**src/rtl/assoc_lru_cache_if.sv**
```systemverilog
// Request/response, eviction, occupancy and scan signals of the associative LRU cache.
// The cache takes the slave modport; the command source takes the master modport.
interface assoc_lru_cache_if #(
  parameter int unsigned KEY_WIDTH     = 8,
  parameter int unsigned DATA_WIDTH    = 8,
  parameter int unsigned NUM_DATA_LOG2 = 3
);
  localparam int unsigned IdxW = (NUM_DATA_LOG2 > 0) ? NUM_DATA_LOG2 : 1;

  logic                  req_valid;
  logic                  req_ready;
  logic [1:0]            req_op;
  logic [KEY_WIDTH-1:0]  req_key;
  logic [DATA_WIDTH-1:0] req_data;

  logic                  rsp_valid;
  logic                  rsp_hit;
  logic [DATA_WIDTH-1:0] rsp_data;

  logic                  evict_valid;
  logic [KEY_WIDTH-1:0]  evict_key;
  logic [DATA_WIDTH-1:0] evict_data;

  logic [NUM_DATA_LOG2:0] occupancy;

  logic                  scan_start;
  logic                  scan_valid;
  logic [IdxW-1:0]       scan_index;
  logic [KEY_WIDTH-1:0]  scan_key;
  logic [DATA_WIDTH-1:0] scan_data;
  logic                  scan_done;

  modport slave (
    input  req_valid, req_op, req_key, req_data, scan_start,
    output req_ready, rsp_valid, rsp_hit, rsp_data, evict_valid, evict_key, evict_data,
           occupancy, scan_valid, scan_index, scan_key, scan_data, scan_done
  );

  modport master (
    output req_valid, req_op, req_key, req_data, scan_start,
    input  req_ready, rsp_valid, rsp_hit, rsp_data, evict_valid, evict_key, evict_data,
           occupancy, scan_valid, scan_index, scan_key, scan_data, scan_done
  );
endinterface

```
**src/rtl/assoc_lru_cache.sv**
```systemverilog
// Fully associative key/data store with true-LRU replacement (age permutation),
// LOOKUP/WRITE/INVALIDATE/FLUSH requests and a timed scan of valid entries.
module assoc_lru_cache #(
  parameter int unsigned KEY_WIDTH     = 8,
  parameter int unsigned DATA_WIDTH    = 8,
  parameter int unsigned NUM_DATA_LOG2 = 3,
  parameter int unsigned SCAN_PERIOD   = 50000000
) (
  input  logic                    clk,
  input  logic                    async_reset,
  assoc_lru_cache_if.slave        bus
);
  localparam int unsigned NumData = 1 << NUM_DATA_LOG2;
  localparam int unsigned IdxW    = (NUM_DATA_LOG2 > 0) ? NUM_DATA_LOG2 : 1;
  localparam int unsigned OccW    = NUM_DATA_LOG2 + 1;
  localparam int unsigned TmrW    = (SCAN_PERIOD > 1) ? $clog2(SCAN_PERIOD) : 1;

  localparam logic [IdxW-1:0] AgeMru  = IdxW'(NumData - 1);
  localparam logic [IdxW-1:0] AgeOne  = IdxW'(1);
  localparam logic [TmrW-1:0] TmrLast = TmrW'(SCAN_PERIOD - 1);
  localparam logic [OccW-1:0] OccOne  = OccW'(1);

  typedef enum logic [1:0] {OpLookup, OpWrite, OpInval, OpFlush} op_e;
  typedef enum logic {StIdle, StScan} state_e;

  state_e                state_q;
  logic [NumData-1:0]    valid_q;
  logic [KEY_WIDTH-1:0]  key_q  [NumData];
  logic [DATA_WIDTH-1:0] data_q [NumData];
  logic [IdxW-1:0]       age_q  [NumData];
  logic [OccW-1:0]       occ_q;
  logic [TmrW-1:0]       tmr_q;

  logic                  rsp_valid_q, rsp_hit_q, evict_valid_q, scan_valid_q, scan_done_q;
  logic [DATA_WIDTH-1:0] rsp_data_q, evict_data_q, scan_data_q;
  logic [KEY_WIDTH-1:0]  evict_key_q, scan_key_q;
  logic [IdxW-1:0]       scan_idx_q;

  logic            hit_any, free_any, nxt_any;
  logic [IdxW-1:0] hit_idx, free_idx, lru_idx, first_idx, nxt_idx, victim_idx, tgt_idx;
  logic [IdxW-1:0] age_touch  [NumData];
  logic [IdxW-1:0] age_demote [NumData];

  // Descending walk so each encoder settles on the lowest matching index.
  always_comb begin
    hit_any   = 1'b0;
    hit_idx   = '0;
    free_any  = 1'b0;
    free_idx  = '0;
    lru_idx   = '0;
    first_idx = '0;
    nxt_any   = 1'b0;
    nxt_idx   = '0;
    for (int i = NumData - 1; i >= 0; i--) begin
      if (valid_q[i] && (key_q[i] == bus.req_key)) begin
        hit_any = 1'b1;
        hit_idx = IdxW'(i);
      end
      if (!valid_q[i]) begin
        free_any = 1'b1;
        free_idx = IdxW'(i);
      end
      if (age_q[i] == '0) lru_idx = IdxW'(i);
      if (valid_q[i]) first_idx = IdxW'(i);
      if (valid_q[i] && (IdxW'(i) > scan_idx_q)) begin
        nxt_any = 1'b1;
        nxt_idx = IdxW'(i);
      end
    end
  end

  assign victim_idx = free_any ? free_idx : lru_idx;
  assign tgt_idx    = ((bus.req_op == OpWrite) && !hit_any) ? victim_idx : hit_idx;

  always_comb begin
    for (int i = 0; i < NumData; i++) begin
      age_touch[i]  = age_q[i];
      age_demote[i] = age_q[i];
      if (IdxW'(i) == tgt_idx) begin
        age_touch[i]  = AgeMru;
        age_demote[i] = '0;
      end else begin
        if (age_q[i] > age_q[tgt_idx]) age_touch[i]  = age_q[i] - AgeOne;
        if (age_q[i] < age_q[tgt_idx]) age_demote[i] = age_q[i] + AgeOne;
      end
    end
  end

  always_ff @(posedge clk or negedge async_reset) begin
    if (!async_reset) begin
      state_q       <= StIdle;
      valid_q       <= '0;
      for (int i = 0; i < NumData; i++) begin
        key_q[i]  <= '0;
        data_q[i] <= '0;
        age_q[i]  <= IdxW'(i);
      end
      occ_q         <= '0;
      tmr_q         <= '0;
      rsp_valid_q   <= 1'b0;
      rsp_hit_q     <= 1'b0;
      rsp_data_q    <= '0;
      evict_valid_q <= 1'b0;
      evict_key_q   <= '0;
      evict_data_q  <= '0;
      scan_valid_q  <= 1'b0;
      scan_idx_q    <= '0;
      scan_key_q    <= '0;
      scan_data_q   <= '0;
      scan_done_q   <= 1'b0;
    end else begin
      // Response and eviction fields only live for the single cycle after acceptance.
      rsp_valid_q   <= 1'b0;
      rsp_hit_q     <= 1'b0;
      rsp_data_q    <= '0;
      evict_valid_q <= 1'b0;
      evict_key_q   <= '0;
      evict_data_q  <= '0;
      scan_done_q   <= 1'b0;
      unique case (state_q)
        StIdle: begin
          if (bus.req_valid) begin
            rsp_valid_q <= 1'b1;
            unique case (bus.req_op)
              OpLookup: begin
                if (hit_any) begin
                  age_q      <= age_touch;
                  rsp_hit_q  <= 1'b1;
                  rsp_data_q <= data_q[hit_idx];
                end
              end
              OpWrite: begin
                age_q <= age_touch;
                if (hit_any) begin
                  data_q[hit_idx] <= bus.req_data;
                  rsp_hit_q       <= 1'b1;
                  rsp_data_q      <= bus.req_data;
                end else begin
                  if (free_any) begin
                    occ_q <= occ_q + OccOne;
                  end else begin
                    evict_valid_q <= 1'b1;
                    evict_key_q   <= key_q[victim_idx];
                    evict_data_q  <= data_q[victim_idx];
                  end
                  key_q[victim_idx]   <= bus.req_key;
                  data_q[victim_idx]  <= bus.req_data;
                  valid_q[victim_idx] <= 1'b1;
                end
              end
              OpInval: begin
                if (hit_any) begin
                  valid_q[hit_idx] <= 1'b0;
                  age_q            <= age_demote;
                  occ_q            <= occ_q - OccOne;
                  rsp_hit_q        <= 1'b1;
                end
              end
              OpFlush: begin
                valid_q <= '0;
                occ_q   <= '0;
                for (int i = 0; i < NumData; i++) age_q[i] <= IdxW'(i);
              end
              default: ;
            endcase
          end else if (bus.scan_start) begin
            if (occ_q == '0) begin
              scan_done_q <= 1'b1;
            end else begin
              state_q      <= StScan;
              tmr_q        <= '0;
              scan_valid_q <= 1'b1;
              scan_idx_q   <= first_idx;
              scan_key_q   <= key_q[first_idx];
              scan_data_q  <= data_q[first_idx];
            end
          end
        end
        StScan: begin
          if (tmr_q == TmrLast) begin
            tmr_q <= '0;
            if (nxt_any) begin
              scan_idx_q  <= nxt_idx;
              scan_key_q  <= key_q[nxt_idx];
              scan_data_q <= data_q[nxt_idx];
            end else begin
              state_q      <= StIdle;
              scan_valid_q <= 1'b0;
              scan_done_q  <= 1'b1;
              scan_idx_q   <= '0;
              scan_key_q   <= '0;
              scan_data_q  <= '0;
            end
          end else begin
            tmr_q <= tmr_q + TmrW'(1);
          end
        end
        default: state_q <= StIdle;
      endcase
    end
  end

  // Gated by reset so the block never advertises readiness while held in reset.
  assign bus.req_ready   = (state_q == StIdle) && async_reset;
  assign bus.rsp_valid   = rsp_valid_q;
  assign bus.rsp_hit     = rsp_hit_q;
  assign bus.rsp_data    = rsp_data_q;
  assign bus.evict_valid = evict_valid_q;
  assign bus.evict_key   = evict_key_q;
  assign bus.evict_data  = evict_data_q;
  assign bus.occupancy   = occ_q;
  assign bus.scan_valid  = scan_valid_q;
  assign bus.scan_index  = scan_idx_q;
  assign bus.scan_key    = scan_key_q;
  assign bus.scan_data   = scan_data_q;
  assign bus.scan_done   = scan_done_q;
endmodule

```
**src/flat_wrapper.sv**
```systemverilog
// flat-port wrapper written by rule: the top's interface ports become plain ports
module assoc_lru_cache_flat 
#(
  parameter int unsigned KEY_WIDTH     = 8,
  parameter int unsigned DATA_WIDTH    = 8,
  parameter int unsigned NUM_DATA_LOG2 = 3,
  parameter int unsigned SCAN_PERIOD   = 50000000
)
  (clk, async_reset, bus_req_valid, bus_req_op, bus_req_key, bus_req_data, bus_scan_start, bus_req_ready, bus_rsp_valid, bus_rsp_hit, bus_rsp_data, bus_evict_valid, bus_evict_key, bus_evict_data, bus_occupancy, bus_scan_valid, bus_scan_index, bus_scan_key, bus_scan_data, bus_scan_done);
  assoc_lru_cache_if #(.KEY_WIDTH(KEY_WIDTH), .DATA_WIDTH(DATA_WIDTH), .NUM_DATA_LOG2(NUM_DATA_LOG2)) bus_i ();
  input  logic clk;
  input  logic async_reset;
  input wire logic [$bits(bus_i.req_valid)-1:0] bus_req_valid;
  input wire logic [$bits(bus_i.req_op)-1:0] bus_req_op;
  input wire logic [$bits(bus_i.req_key)-1:0] bus_req_key;
  input wire logic [$bits(bus_i.req_data)-1:0] bus_req_data;
  input wire logic [$bits(bus_i.scan_start)-1:0] bus_scan_start;
  output wire logic [$bits(bus_i.req_ready)-1:0] bus_req_ready;
  output wire logic [$bits(bus_i.rsp_valid)-1:0] bus_rsp_valid;
  output wire logic [$bits(bus_i.rsp_hit)-1:0] bus_rsp_hit;
  output wire logic [$bits(bus_i.rsp_data)-1:0] bus_rsp_data;
  output wire logic [$bits(bus_i.evict_valid)-1:0] bus_evict_valid;
  output wire logic [$bits(bus_i.evict_key)-1:0] bus_evict_key;
  output wire logic [$bits(bus_i.evict_data)-1:0] bus_evict_data;
  output wire logic [$bits(bus_i.occupancy)-1:0] bus_occupancy;
  output wire logic [$bits(bus_i.scan_valid)-1:0] bus_scan_valid;
  output wire logic [$bits(bus_i.scan_index)-1:0] bus_scan_index;
  output wire logic [$bits(bus_i.scan_key)-1:0] bus_scan_key;
  output wire logic [$bits(bus_i.scan_data)-1:0] bus_scan_data;
  output wire logic [$bits(bus_i.scan_done)-1:0] bus_scan_done;
  assign bus_i.req_valid = bus_req_valid;
  assign bus_i.req_op = bus_req_op;
  assign bus_i.req_key = bus_req_key;
  assign bus_i.req_data = bus_req_data;
  assign bus_i.scan_start = bus_scan_start;
  assign bus_req_ready = bus_i.req_ready;
  assign bus_rsp_valid = bus_i.rsp_valid;
  assign bus_rsp_hit = bus_i.rsp_hit;
  assign bus_rsp_data = bus_i.rsp_data;
  assign bus_evict_valid = bus_i.evict_valid;
  assign bus_evict_key = bus_i.evict_key;
  assign bus_evict_data = bus_i.evict_data;
  assign bus_occupancy = bus_i.occupancy;
  assign bus_scan_valid = bus_i.scan_valid;
  assign bus_scan_index = bus_i.scan_index;
  assign bus_scan_key = bus_i.scan_key;
  assign bus_scan_data = bus_i.scan_data;
  assign bus_scan_done = bus_i.scan_done;
  assoc_lru_cache #(.KEY_WIDTH(KEY_WIDTH), .DATA_WIDTH(DATA_WIDTH), .NUM_DATA_LOG2(NUM_DATA_LOG2), .SCAN_PERIOD(SCAN_PERIOD)) u_core (.clk(clk), .async_reset(async_reset), .bus(bus_i));
endmodule
```
**config.mk**
```make
export PLATFORM = sky130hd
export DESIGN_NAME = assoc_lru_cache_flat
export DESIGN_NICKNAME = d
export VERILOG_FILES = /design/src/rtl/assoc_lru_cache_if.sv /design/src/rtl/assoc_lru_cache.sv /design/src/flat_wrapper.sv
export SDC_FILE = /design/constraint.sdc
export NUM_CORES = 1
export LEC_CHECK = 0
export ABC_AREA = 1
export CAP_MARGIN = 20
export CORE_MARGIN = 1.5
export CORE_UTILIZATION = 35
export CTS_CLUSTER_DIAMETER = 200
export DETAILED_ROUTE_END_ITERATION = 8
export SETUP_SLACK_MARGIN = 0.5
export SYNTH_ARGS = -nofsm -noshare
export SYNTH_HDL_FRONTEND = slang
export SYNTH_SLANG_ARGS = --single-unit
```
**constraint.sdc**
```tcl
create_clock -name clk -period 5.33 [get_ports clk]
set_input_delay 1.066 -clock clk [delete_from_list [all_inputs] [get_ports clk]]
set_output_delay 1.066 -clock clk [all_outputs]
set_load 0.02 [all_outputs]
```
==> summary.md <==
| Metric | Value |
|---|---|
| Status | `finished, violations left` |
| Failing checks | `DRC` |
| Top-area cell type share of the netlist area | `34.2%` |
| Placed inst area | `18,300 um^2` |
| Critical path type | `in -> reg` |
| Iter 0 DRT Violations | `2,272` |
| Startpoint Class | `primary input` |
| CORE AREA | `46,700 um^2` |
| Global-route wire length before repair | `105,000 um` |
| Sum of negative setup slack | `0 ps` |
| Register bit total from synthesis | `239` |
| Vias in the first global route | `17.2k` |
| I/O Buffers | `74` |
| Die ar. | `48,800 um^2` |
| Synth Warn # | `0` |
| Clock Skew | `17.9 ps` |
| Layout Cells excl Fill | `3,040` |
| Clock slew seen by the registers of the worst setup and hold paths | `60 ps` |
| DRT Pass-1 Iters | `9` |
| Largest area contributor in the netlist | `dfrtp_1` |
| H-Tree Depth | `1` |
| Most instantiated library cell after synthesis | `nand2_1` |
| Sequential share of the synthesized area | `36.1%` |
| Fin Hold WS | `386 ps` |
| CTS tree | `yes` |
| Power Density | `236 nW/um^2` |
| FP Rows | `79` |
| Synth top cells by count | `nand2_1, o21ai_0, inv_1, dfrtp_1, nor2_1` |
| Post-synthesis cell type count | `63` |
| DIE HEIGHT | `221 um` |
| CP Data Required Time | `5820 ps` |
| Post-Syn Area | `16,600 um^2` |
| Antenna cells | `0` |
| RSZ-0062 raised after global routing | `no` |
| Min-delay worst type | `in -> async` |
| Final Slew Violations | `0` |
| Grt total ovfl | `0` |
| CTS root buf | `clkbuf_16` |
| Mapped Nets | `2,394` |
| Final setup fails | `0` |
| Final worst path period share | `84.7%` |
| MaxCap Viol Count | `0` |
| Vias | `18.0k` |
| Crit end category | `flop` |
| Share of layout cells above drive strength 1 | `11.0%` |
| Final min period | `4510 ps` |
| Post-synth ARST share | `100%` |
| Nets | `2,478` |
| DRC errors left | `2` |
| Post-CTS Setup Inserts | `0` |
| Initial core utilization | `35.6%` |
| Crit-path max cell delay | `520 ps` |
| Die X | `221 um` |
| Clk_lat worst skew | `600 ps` |
| Vias per Instance | `5.91` |
| Drt total wl | `68,800 um` |
| CP most frequent cell | `nand2_1` |
| Largest net degree at the start of global routing | `97` |
| Synth-to-layout area growth | `15.9%` |
| Number of enable flip-flop cells after synthesis | `0` |
| Initial antenna violation count | `0` |
| Clock Path Buffers | `3` |
| Hold buffers post-CTS | `0` |
| Final Cell Area | `19,300 um^2` |
| I/O pin count | `75` |
| Relative slew slack | `22.1%` |
| Final hold violations | `0` |
| Placed cells | `2,986` |
| Routed Antenna Nets | `0` |
| Cts bufs inserted | `31` |
| RePlAce Congestion | `0.970` |
| Prevailing post-synth register cell | `dfrtp_1` |
| Largest cells by area after synthesis | `dfrtp_1, nand2_1, o21ai_0` |
| Routed WL per cell | `22.6 um` |
| Worst Max-Slew Pin Slew | `1170 ps` |
| Post-synthesis area per instance | `7.14 um^2` |
| Clock sink count | `239` |
| Buffers and inverters on the worst path | `6` |
| DP Wirelength | `47,900 um` |
| PostCTS Resize Cnt | `0` |
| Cells after Synth | `2,328` |
| Fmax | `222 MHz` |
| Leakage | `0.00865 uW` |
| All-Layer GR Usage | `27.5%` |
| Highest-delay cell along the critical path | `clkdlybuf4s50_1` |
| CP arrival | `5000 ps` |
| Crit path max-delay family | `simple AND/OR/NAND/NOR gates` |
| Max VDD drop | `0.240 mV` |
| Max Fanout on Critical Path | `14` |
| Tot Pwr | `4540 uW` |
## worst paths after layout
kind                                                      from                                   to  slack [ps]  cells after the start
max                                             bus_req_key[5]         u_core.age_q[10]$_DFFE_PN0P_         820                     29
min                                                async_reset         u_core.key_q[25]$_DFFE_PN0P_         390                      1
max reg2reg                      u_core.valid_q[6]$_DFFE_PN0P_         u_core.age_q[10]$_DFFE_PN0P_        1130                     24
min reg2reg                u_core.bus.scan_data[4]$_DFFE_PN0P_  u_core.bus.scan_data[4]$_DFFE_PN0P_         480                      2
max in group asynchronous                          async_reset     u_core.bus.rsp_data[5]$_DFF_PN0_        2770                      3
min in group clk           u_core.bus.scan_data[4]$_DFFE_PN0P_  u_core.bus.scan_data[4]$_DFFE_PN0P_         480                      2
## logic make-up after synthesis
kind of cell | after synthesis | share of synthesized area [%]
AND/OR/NAND/NOR | 962 | 25.9
AO/OA/AOI/OAI | 683 | 24.1
buffers and inverters | 371 | 9.00
flip-flops | 239 | 36.1
adder cells (fa/ha/maj) | 44 | 3.36
XOR/XNOR | 29 | 1.53
## routing by layer
metal	GRT usage, %	part of all wire, %
met1	36.6	42
met2	42.3	43
met3	5.83	10
met4	13.9	5.7
met5	0	0
## cell type report
class,instances,area (um^2)
fill,4860,27400
clock buffer,45,908
sequential,239,6000
clock inverter,9,92.6
inverter,270,1020
multi-input combinational,1718,9150
tap,607,759
timing repair buffer,152,1330
## sequential cells by signal (all words and copies together), names as in the netlist
register                flops
u_core.data_q              64
u_core.key_q               64
u_core.tmr_q               26
u_core.age_q               24
u_core.bus.evict_data       8
u_core.bus.evict_key        8
u_core.bus.rsp_data         8
u_core.bus.scan_data        8
u_core.bus.scan_key         8
u_core.valid_q              8
u_core.bus.occupancy        4
u_core.bus.scan_index       3
u_core.bus.evict_valid      1
u_core.bus.rsp_hit          1
u_core.bus.rsp_valid        1
u_core.bus.scan_done        1
u_core.bus.scan_valid       1
u_core.state_q              1
## worst register-to-register path, stage by stage (launching register included)
cell,delay (ps)
dfrtp_1,550
inv_1,240
nor3_1,280
nand2_1,220
inv_2,140
nand3_1,120
nand2_1,210
nand4_2,210
nand2_2,210
inv_2,50
nor2_1,150
inv_2,80
o22ai_1,160
a221oi_1,70
o21ai_0,270
buf_4,220
ha_1,270
nand3_1,90
nand2_1,60
inv_2,50
nand2_2,70
a21oi_4,170
nand2_2,90
nand2_1,70
nand2_1,40
## metrics by stage
stage          util [%]  setup slack (ps)
2_1_floorplan         -               977
3_3_place_gp       39.1               412
3_5_place_dp       39.1               301
4_1_cts            41.3               915
5_1_grt            41.3               500
6_report           41.3               816
## power breakdown
group	switching, uW	total [uW]	internal (uW)
clock network	879	2100	1220
logic	353	540	187
registers	49.4	1900	1850
## cells in the final DEF, fill, tap and decap left out, types with 42 or more instances in the layout
cell	count
nor2_1	159
dfrtp_1	227
nor3_1	42
nand3_1	112
nand2_2	44
inv_1	232
a21oi_1	157
nand2_1	505
o21ai_0	300
o22ai_1	99
buf_4	78
ha_1	43
clkdlybuf4s50_1	73
Power figures use the tool's default switching activity.
